File: src/rtl/fifo_skid_wr.sv
// Write-side adapter: valid/ready stream into the synchronous fifo write port through a 2-entry skid buffer.
// Optional zero-latency bypass when empty: define FIFO_SKID_WR_BYPASS_EN.
module fifo_skid_wr #(
   parameter int DATA_WIDTH = 0,
   localparam int unsigned DW = (DATA_WIDTH < 1) ? 1 : DATA_WIDTH
) (
   input  logic          clk,
   input  logic          rst,
   input  logic [DW-1:0] s_data,
   input  logic          s_valid,
   output logic          s_ready,
   output logic          wr_en,
   output logic [DW-1:0] wr_data,
   input  logic          full,
   output logic [1:0]    occ
);

   typedef enum logic [1:0] {
      EMPTY = 2'd0,
      ONE   = 2'd1,
      TWO   = 2'd2
   } state_t;

   state_t        state;
   logic [DW-1:0] head;
   logic [DW-1:0] skid;
   logic          push;
   logic          pop;
   logic          bypass;

   // Readiness depends only on the occupancy register, never on full.
   assign s_ready = (state != TWO) && !rst;
   assign push    = s_valid && s_ready;
   assign occ     = 2'(state);

`ifdef FIFO_SKID_WR_BYPASS_EN
   // Empty and FIFO not full: the incoming word goes straight through unstored.
   assign bypass  = (state == EMPTY) && !full && !rst;
   assign wr_en   = bypass ? s_valid : ((state != EMPTY) && !full && !rst);
   assign wr_data = bypass ? s_data : head;
`else
   assign bypass  = 1'b0;
   assign wr_en   = (state != EMPTY) && !full && !rst;
   assign wr_data = head;
`endif

   assign pop = wr_en;

   always_ff @(posedge clk) begin
      if (rst) begin
         state <= EMPTY;
         head  <= '0;
         skid  <= '0;
      end else begin
         case (state)
            EMPTY: begin
               if (push && !bypass) begin
                  head  <= s_data;
                  state <= ONE;
               end
            end
            ONE: begin
               if (push && !pop) begin
                  skid  <= s_data;
                  state <= TWO;
               end else if (push && pop) begin
                  head <= s_data;
               end else if (pop) begin
                  state <= EMPTY;
               end
            end
            TWO: begin
               if (pop) begin
                  head  <= skid;
                  state <= ONE;
               end
            end
            default: state <= EMPTY;
         endcase
      end
   end

endmodule

File: config.mk
export PLATFORM = sky130hd
export DESIGN_NAME = fifo_skid_wr
export DESIGN_NICKNAME = d
export VERILOG_FILES = /design/src/rtl/fifo_skid_wr.sv
export SDC_FILE = /design/constraint.sdc
export NUM_CORES = 1
export LEC_CHECK = 0
export ABC_AREA = 1
export CAP_MARGIN = 20
export CORE_AREA = 2 2 39 41
export CTS_CLUSTER_DIAMETER = 150
export DETAILED_ROUTE_END_ITERATION = 8
export DIE_AREA = 0 0 41 43
export PLACE_DENSITY = 0.43
export SKIP_CTS_REPAIR_TIMING = 1
export SLEW_MARGIN = 15
export SYNTH_ARGS = -nofsm -noshare
export SYNTH_HDL_FRONTEND = slang
export SYNTH_SLANG_ARGS = --single-unit
File: constraint.sdc
create_clock -name clk -period 1.1 [get_ports clk]
set_input_delay 0.11 -clock clk [delete_from_list [all_inputs] [get_ports clk]]
set_output_delay 0.11 -clock clk [all_outputs]
set_load 0.02 [all_outputs]
After elaboration in Yosys (flattened, before gate mapping)

Index checks and enable logic that the tools add are counted.

Input bits: 5
Register bits: 4

Multiplexer cells: 11
Reduce and logical (&&, ||, !) cells: 15
Equality and inequality tests: 9

Operator list:

| kind                                                                   | count |
|---|---|
| 2-bit two-way mux                                                      | 5 |
| 2-bit inequality test (second input constant)                          | 5 |
| 1-bit logical AND                                                      | 6 |
| 3-bit inequality test (second input constant)                          | 2 |
| 2-bit case mux with 3 select lines                                     | 1 |
| 5-bit AND reduction                                                    | 1 |
| 1-bit two-way mux                                                      | 4 |
| 4-bit AND reduction                                                    | 1 |
| 1-bit logical NOT                                                      | 3 |
| 1-bit case mux with 3 select lines                                     | 1 |
| 3-bit nonzero test                                                     | 1 |
| 2-bit by 1-bit equality test with 1-bit output (second input constant) | 1 |
| 2-bit equality test (second input constant)                            | 1 |
| 2-bit logical NOT                                                      | 1 |
| 2-bit AND reduction                                                    | 1 |
| 2-bit nonzero test                                                     | 1 |

Depth between registers and ports, before layout

Gate-level depths: netlist of run 1.

Depth after elaboration: 7
Mapped depth: 8
Depth with buffers taken out: 7

Worst setup path after synthesis of run 1

Ideal clock, no wire load.

Path kind: reg-to-output
Start point: register state[0] (netlist: occ[0])
End point: output s_ready
Stages on the path, launching flop included: 3
Path buffers: 0
Required time: 0.990 ns
Data arrival time: 0.971 ns
Path slack: 0.019 ns
Path through: dfxtp_1 -> inv_1 -> a21oi_1

Cells in the longest elaborated chain, start to end: 2

RTL lines:

| element                  | line | RTL |
|---|---|---|
| start: declaration       | 24   | `state_t state;` |
| start signal: assignment | 51   | `state <= EMPTY;` |
| start signal: assignment | 59   | `state <= ONE;` |
| start signal: assignment | 65   | `state <= TWO;` |
| 2-bit inequality test    | 32   | `assign s_ready = (state != TWO) && !rst;` |
| 1-bit logical AND        | 32   |  |
| end: declaration         | 11   | `output logic s_ready,` |

No other way between the ends.

Worst setup path in the final report of run 1

Ends and elaborated chain as after synthesis.

==> impl_metrics.py, run 1 <==
metrics = {
    "outcome": {
        "status": "finished, final reports clean",
    },
    "power": {
        "irDropWorstVdd_mv": 0.4298,
        "intPower_uw": 351.1,
        "switching_share_pct": 26.53,
        "pwr_density_cell_nw_per_um2": 1064,
        "clkPwrFrac_pct": 37.0,
        "p_leak_nw": 0.2862,
        "seqPwrFrac_pct": 34.2,
        "comb_power_share_pct": 28.8,
        "power_switching_uw": 126.7,
    },
    "finish": {
        "multi_input_area_sq_um": 127.6,
        "fillers": 159,
        "finish.net_count": 69,
        "antenna_cells": 0,
        "fin_util_pct": 32.46,
        "seqCellArea_sq_um": 82.58,
        "stdcell_count": 78,
        "final_cell_mix": "11 x nand2_1, 11 x buf_4, 6 x nor2_1, 6 x inv_1",
        "layout-drive-gt1-share_pct": 33.87,
        "synthToLayoutAreaGrowth_pct": 85.05,
    },
    "placement": {
        "post-place-ws_ns": -0.5029,
        "dp_hpwl_microns": 506.5,
        "gp_congestion": 0.7533,
        "numPlacedInstances": 75,
        "io_buffers": 9,
    },
    "critical_path": {
        "reg2reg_to": "wr_data$_SDFFE_PP0P_",
        "crit_required_ns": 0.99,
        "r2r_slack_ns": 0.11,
        "r2r_cells": 7,
        "crit_fanout": 4,
        "crit_path_end_kind": "output pin",
        "crit_path_start_kind": "flop",
        "path_class": "reg2out",
        "r2r-start": "occ[1]$_SDFFE_PP0P_",
        "cp.arrival_ns": 0.95,
    },
    "synth": {
        "yosysTopAreaCellShare_pct": 32.99,
        "syn_nets": 46,
        "synthCells": 41,
        "synth_top_area_cell": "dfxtp_1",
        "yosys_register_bits": 4,
        "avgSynthCellArea_sq_um": 5.920,
        "ys_seq_area_share_pct": 32.99,
        "netlist_top_cells_area": "dfxtp_1 33%, nand2_1 17%, nor2_1 11%",
        "ys_types": 10,
        "syn_area_sq_um": 242.7,
        "yosysWarningCount": 0,
    },
    "drt": {
        "wire_per_inst_microns": 7.897,
        "viasPerCell": 3.859,
        "vias": 301,
        "ant_nets": 0,
        "dr.pass1.iters": 2,
        "drc_errors": 0,
        "routed_wl_microns": 616,
        "drtIter0Drc": 1,
    },
    "sta": {
        "setup_ws_ns": 0.03772,
        "setup_viol": 0,
        "clock.fmax_mhz": 941.4,
        "rsz0062_at_grt": "true",
        "period_needed_ns": 1.062,
        "setup_tns_ns": 0,
        "hold_violations": 0,
        "hold_slack_ns": 0.2866,
        "slew_viol_final": 0,
        "max-slew-margin-rel_pct": 85.14,
        "min_period_over_period_pct": 96.57,
        "skew_ns": 0.003082,
        "tightest_slew_ns": 0.2225,
    },
    "hold_path": {
        "hp-start": "rst",
        "hold_end": "occ[1]$_SDFFE_PP0P_",
        "min_delay_path_depth": 3,
        "min_path_type": "in2reg",
    },
    "die": {
        "core_area_sq_um": 1384,
        "dieArea_sq_um": 1763,
        "pin_count": 10,
        "start_util_pct": 17.54,
        "die_w_microns": 41,
        "die-height_microns": 43,
        "row_count": 14,
    },
    "global_route": {
        "top_usage_layer": "met2",
        "grt_pass1_vias": 262,
        "grt_max_degree": 5,
        "antenna_found_initial": 0,
        "use_met2_pct": 12.19,
        "gr-usage-all-layers_pct": 9.319,
        "grtUsageMet3_pct": 1.571,
        "grtUsageMet1_pct": 10.54,
        "grt_pass1_wl_microns": 986,
        "grt_overflow": 0,
    },
    "clock_tree": {
        "cts_max_level": 1,
        "cts_tree": "yes",
        "worstSkewPairLatency_ns": 0.23,
        "cts-root-buf": "clkbuf_4",
        "clk_path_buf_depth": 2,
        "cts_buffers": 3,
        "numClockSinks": 4,
        "path_clk_slew_ns": 0.03,
    },
    "job": {
        "maxCapViolCount": 0,
    },
}
-- area by class of cell --
class                   count  share of cell area, %
repair buffers             19                  37.88
multi-input cells          29                  28.41
flip-flops and latches      4                  18.38
inverters                   7                  5.850
clock buffers               3                  5.014
well taps                  16                  4.457
-- cell usage after synthesis --
library cell,instances
buf_6,1
nor2_1,7
nand2_1,11
dfxtp_1,4
nand3_1,3
inv_2,1
inv_1,6
a21oi_1,5
nor2_2,2
o21ai_0,1
-- worst max path at each step --
| stage | start | end | slack, ns | cells after the start |
|---|---|---|---|---|
| floorplan | occ[0]$_SDFFE_PP0P_ | s_ready | 0.02 | 2 |
| global placement | rst | wr_en | -0.47 | 5 |
| detailed placement | rst | wr_en | -0.50 | 5 |
| CTS | rst | wr_en | -0.51 | 5 |
| global route | occ[0]$_SDFFE_PP0P_ | s_ready | -0.01 | 3 |
| finish | occ[0]$_SDFFE_PP0P_ | s_ready | 0.04 | 3 |
-- power by group through the flow --
| stage | logic [mW] | registers (mW) | clock network (mW) |
|---|---|---|---|
| after detailed placement | 0.142 | 0.164 | 0 |
| after CTS | 0.143 | 0.162 | 0.192 |
| after global placement | 0.143 | 0.165 | 0 |
| after global routing | 0.154 | 0.163 | 0.191 |
| after floorplan | 0.0513 | 0.173 | 0 |
| final | 0.138 | 0.163 | 0.177 |
-- layer usage --
layer  routed length [microns]  part of all wire (%)
met5                         0                     0
met4                        10                   1.6
met3                        23                   3.7
met2                       312                    51
met1                       269                    44
-- per-stage QoR --
step	power (mW)	cell area (sq um)
detailed placement	0.3065	416.7
floorplan	0.2242	242.7
global route	0.5091	449.2
CTS	0.4974	439.2
finish	0.4778	449.2
global placement	0.3084	416.7
-- critical path: stages, from the launching register on --
cell and delay (ns):
dfxtp_2 0.35, inv_1 0.06, a21oi_1 0.15, buf_4 0.16
-- cells by family after synthesis --
kind of cell	count (synthesis)	share of synthesized area, %
AO/OA/AOI/OAI	6	12.37
buffers and inverters	8	15.46
flip-flops	4	32.99
AND/OR/NAND/NOR	23	39.17
-- registers in the layout, summed over array words and instances (netlist names) --
name,cells
skid,1
occ,2
wr_data,1
No activity file was read; power rests on OpenSTA's default activity.
==> run 2, diff against run 1 <==
Clock period 1.1 ns to 1.25 ns, I/O delays scaled along.
==> run 2 against run 1 <==
  * First-iteration DRC count rose by 100%
  * Hold slack improved by 0.017 ns
  * Critical path depth did not move
  * Critical endpoint unchanged
  * Critical path type unchanged
  * Sequential share of layout area fell by 0.15 points
  * Clock-buffer cell count did not move
  * Sequential power fell by 12%
  * Register-to-register slack improved by 0.10 ns
  * Total power fell by 13%
==> impl_metrics.py, run 2 (synthesis gave the netlist of run 1 again) <==
metrics = {
    "sta": {
        "clock.fmax_mhz": 872.2,
        "setup_viol": 0,
        "rsz0062_at_grt": "false",
        "period_needed_ns": 1.147,
        "slew_viol_final": 0,
        "min_period_over_period_pct": 91.73,
        "max-slew-margin-rel_pct": 85.06,
        "skew_ns": 0.001891,
        "setup_ws_ns": 0.1034,
        "setup_tns_ns": 0,
        "tightest_slew_ns": 0.2237,
        "hold_violations": 0,
    },
    "die": {
        "start_util_pct": 17.54,
        "die_w_microns": 41,
        "dieArea_sq_um": 1763,
        "row_count": 14,
        "die-height_microns": 43,
        "core_area_sq_um": 1384,
        "pin_count": 10,
    },
    "global_route": {
        "grt_pass1_wl_microns": 986,
        "grt_max_degree": 5,
        "grt_overflow": 0,
        "grt_pass1_vias": 262,
        "antenna_found_initial": 0,
        "gr-usage-all-layers_pct": 9.319,
    },
    "clock_tree": {
        "clk_path_buf_depth": 2,
        "path_clk_slew_ns": 0.04,
        "cts_buffers": 3,
        "cts_tree": "yes",
        "cts_max_level": 1,
        "cts-root-buf": "clkbuf_4",
        "worstSkewPairLatency_ns": 0.23,
        "numClockSinks": 4,
    },
    "placement": {
        "placed_area_sq_um": 416.7,
        "io_buffers": 9,
        "gp_congestion": 0.7533,
        "numPlacedInstances": 75,
        "dp_hpwl_microns": 506.5,
        "post-place-ws_ns": -0.3829,
    },
    "power": {
        "p_leak_nw": 0.2785,
        "power_uw": 417.1,
        "pwr_density_cell_nw_per_um2": 949.8,
        "irDropWorstVdd_mv": 0.3756,
    },
    "finish": {
        "final_common_cell": "nand2_1",
        "largest_register_ffs": 2,
        "fin_area_sq_um": 439.2,
        "finish.net_count": 69,
        "stdcell_count": 78,
        "synthToLayoutAreaGrowth_pct": 80.93,
        "antenna_cells": 0,
        "layout-drive-gt1-share_pct": 29.03,
        "final_cell_mix": "11 x nand2_1, 10 x buf_4, 7 x nor2_1, 6 x inv_1, 5 x a21oi_1",
    },
    "critical_path": {
        "crit_required_ns": 1.12,
        "slowest_stage": "dfxtp_1",
        "reg2reg_to": "skid$_SDFFE_PP0P_",
        "crit_path_end_kind": "output pin",
        "crit_fanout": 4,
        "crit_path_start_kind": "flop",
        "r2r_cells": 6,
        "cp.arrival_ns": 1.02,
        "crit_path_end": "s_ready",
        "crit_chain": "inv_1 > a21oi_1 > clkbuf_2",
        "r2r-start": "occ[0]$_SDFFE_PP0P_",
        "r2r_slack_ns": 0.21,
        "cp.buffers_inverters": 2,
        "startpoint": "occ[0]$_SDFFE_PP0P_",
        "critPathTopFamily": "flip-flops",
        "max_stage_delay_ns": 0.39,
        "path_class": "reg2out",
        "cp.depth": 3,
    },
    "drt": {
        "dr.pass1.iters": 2,
        "wire_per_inst_microns": 7.744,
        "vias": 299,
        "viasPerCell": 3.833,
        "drtIter0Drc": 2,
        "drc_errors": 0,
        "ant_nets": 0,
        "routed_wl_microns": 604,
    },
    "hold_path": {
        "min_path_type": "in2reg",
    },
    "outcome": {
        "status": "finished, final reports clean",
    },
    "job": {
        "maxCapViolCount": 0,
    },
}
==> run 2: changes by cell type in the layout (fill, tap and decap cells not counted), sizes merged <==
cell / change
clkdlybuf4s50: +1
clkbuf: +1
buf: -1
dlymetal6s2s: -1
==> run 2: through the flow <==
| stage | hold WS, ns | utilization (%) |
|---|---|---|
| 2_1_floorplan | 0.1941 | - |
| 3_3_place_gp | 0.4496 | 30.11 |
| 3_5_place_dp | 0.4510 | 30.11 |
| 4_1_cts | 0.4568 | 31.74 |
| 5_1_grt | 0.3277 | 31.74 |
| 6_report | 0.3031 | 31.74 |
==> run 2: metal layers <==
metal / wire length, microns / up-vias / part of all wire (%) / GRT usage (%)
li1: - / 167 / - / -
met1: 268 / 124 / 44 / 10.54
met2: 300 / 6 / 50 / 12.19
met3: 20 / 2 / 3.3 / 1.571
met4: 14 / 0 / 2.3 / 12.00
met5: 0 / - / 0 / 0
==> run 2: worst register-to-register path, stage by stage (launching register included) <==
cell	delay, ns
dfxtp_1	0.39
inv_1	0.08
buf_4	0.14
nor2_1	0.13
nand2_1	0.08
nand2_1	0.06
a21oi_1	0.05
==> run 2: where the power goes <==
group,switching (mW),leakage (nW),total [mW],internal [mW]
logic,0.0558,0.232,0.118,0.0625
registers,0.00642,0.0328,0.143,0.136
clock network,0.0490,0.0138,0.156,0.107
total,0.111,0.279,0.417,0.306
==> run 2: cell type report <==
| cell class | instances | area (sq um) |
|---|---|---|
| flip-flops and latches | 4 | 80.08 |
| repair buffers | 19 | 165.2 |
| fillers | 163 | 944.7 |
| inverters | 7 | 26.28 |
| multi-input cells | 29 | 125.1 |
| clock buffers | 3 | 22.52 |
| well taps | 16 | 20.02 |
==> run 2: worst min-delay path by stage <==
stage,startpoint,endpoint,slack [ns],cells after the start
3_5_place_dp,skid$_SDFFE_PP0P_,skid$_SDFFE_PP0P_,0.45,2
4_1_cts,skid$_SDFFE_PP0P_,skid$_SDFFE_PP0P_,0.46,2
6_report,rst,skid$_SDFFE_PP0P_,0.30,3
2_1_floorplan,rst,occ[1]$_SDFFE_PP0P_,0.19,1
3_3_place_gp,skid$_SDFFE_PP0P_,skid$_SDFFE_PP0P_,0.45,2
5_1_grt,rst,skid$_SDFFE_PP0P_,0.33,3
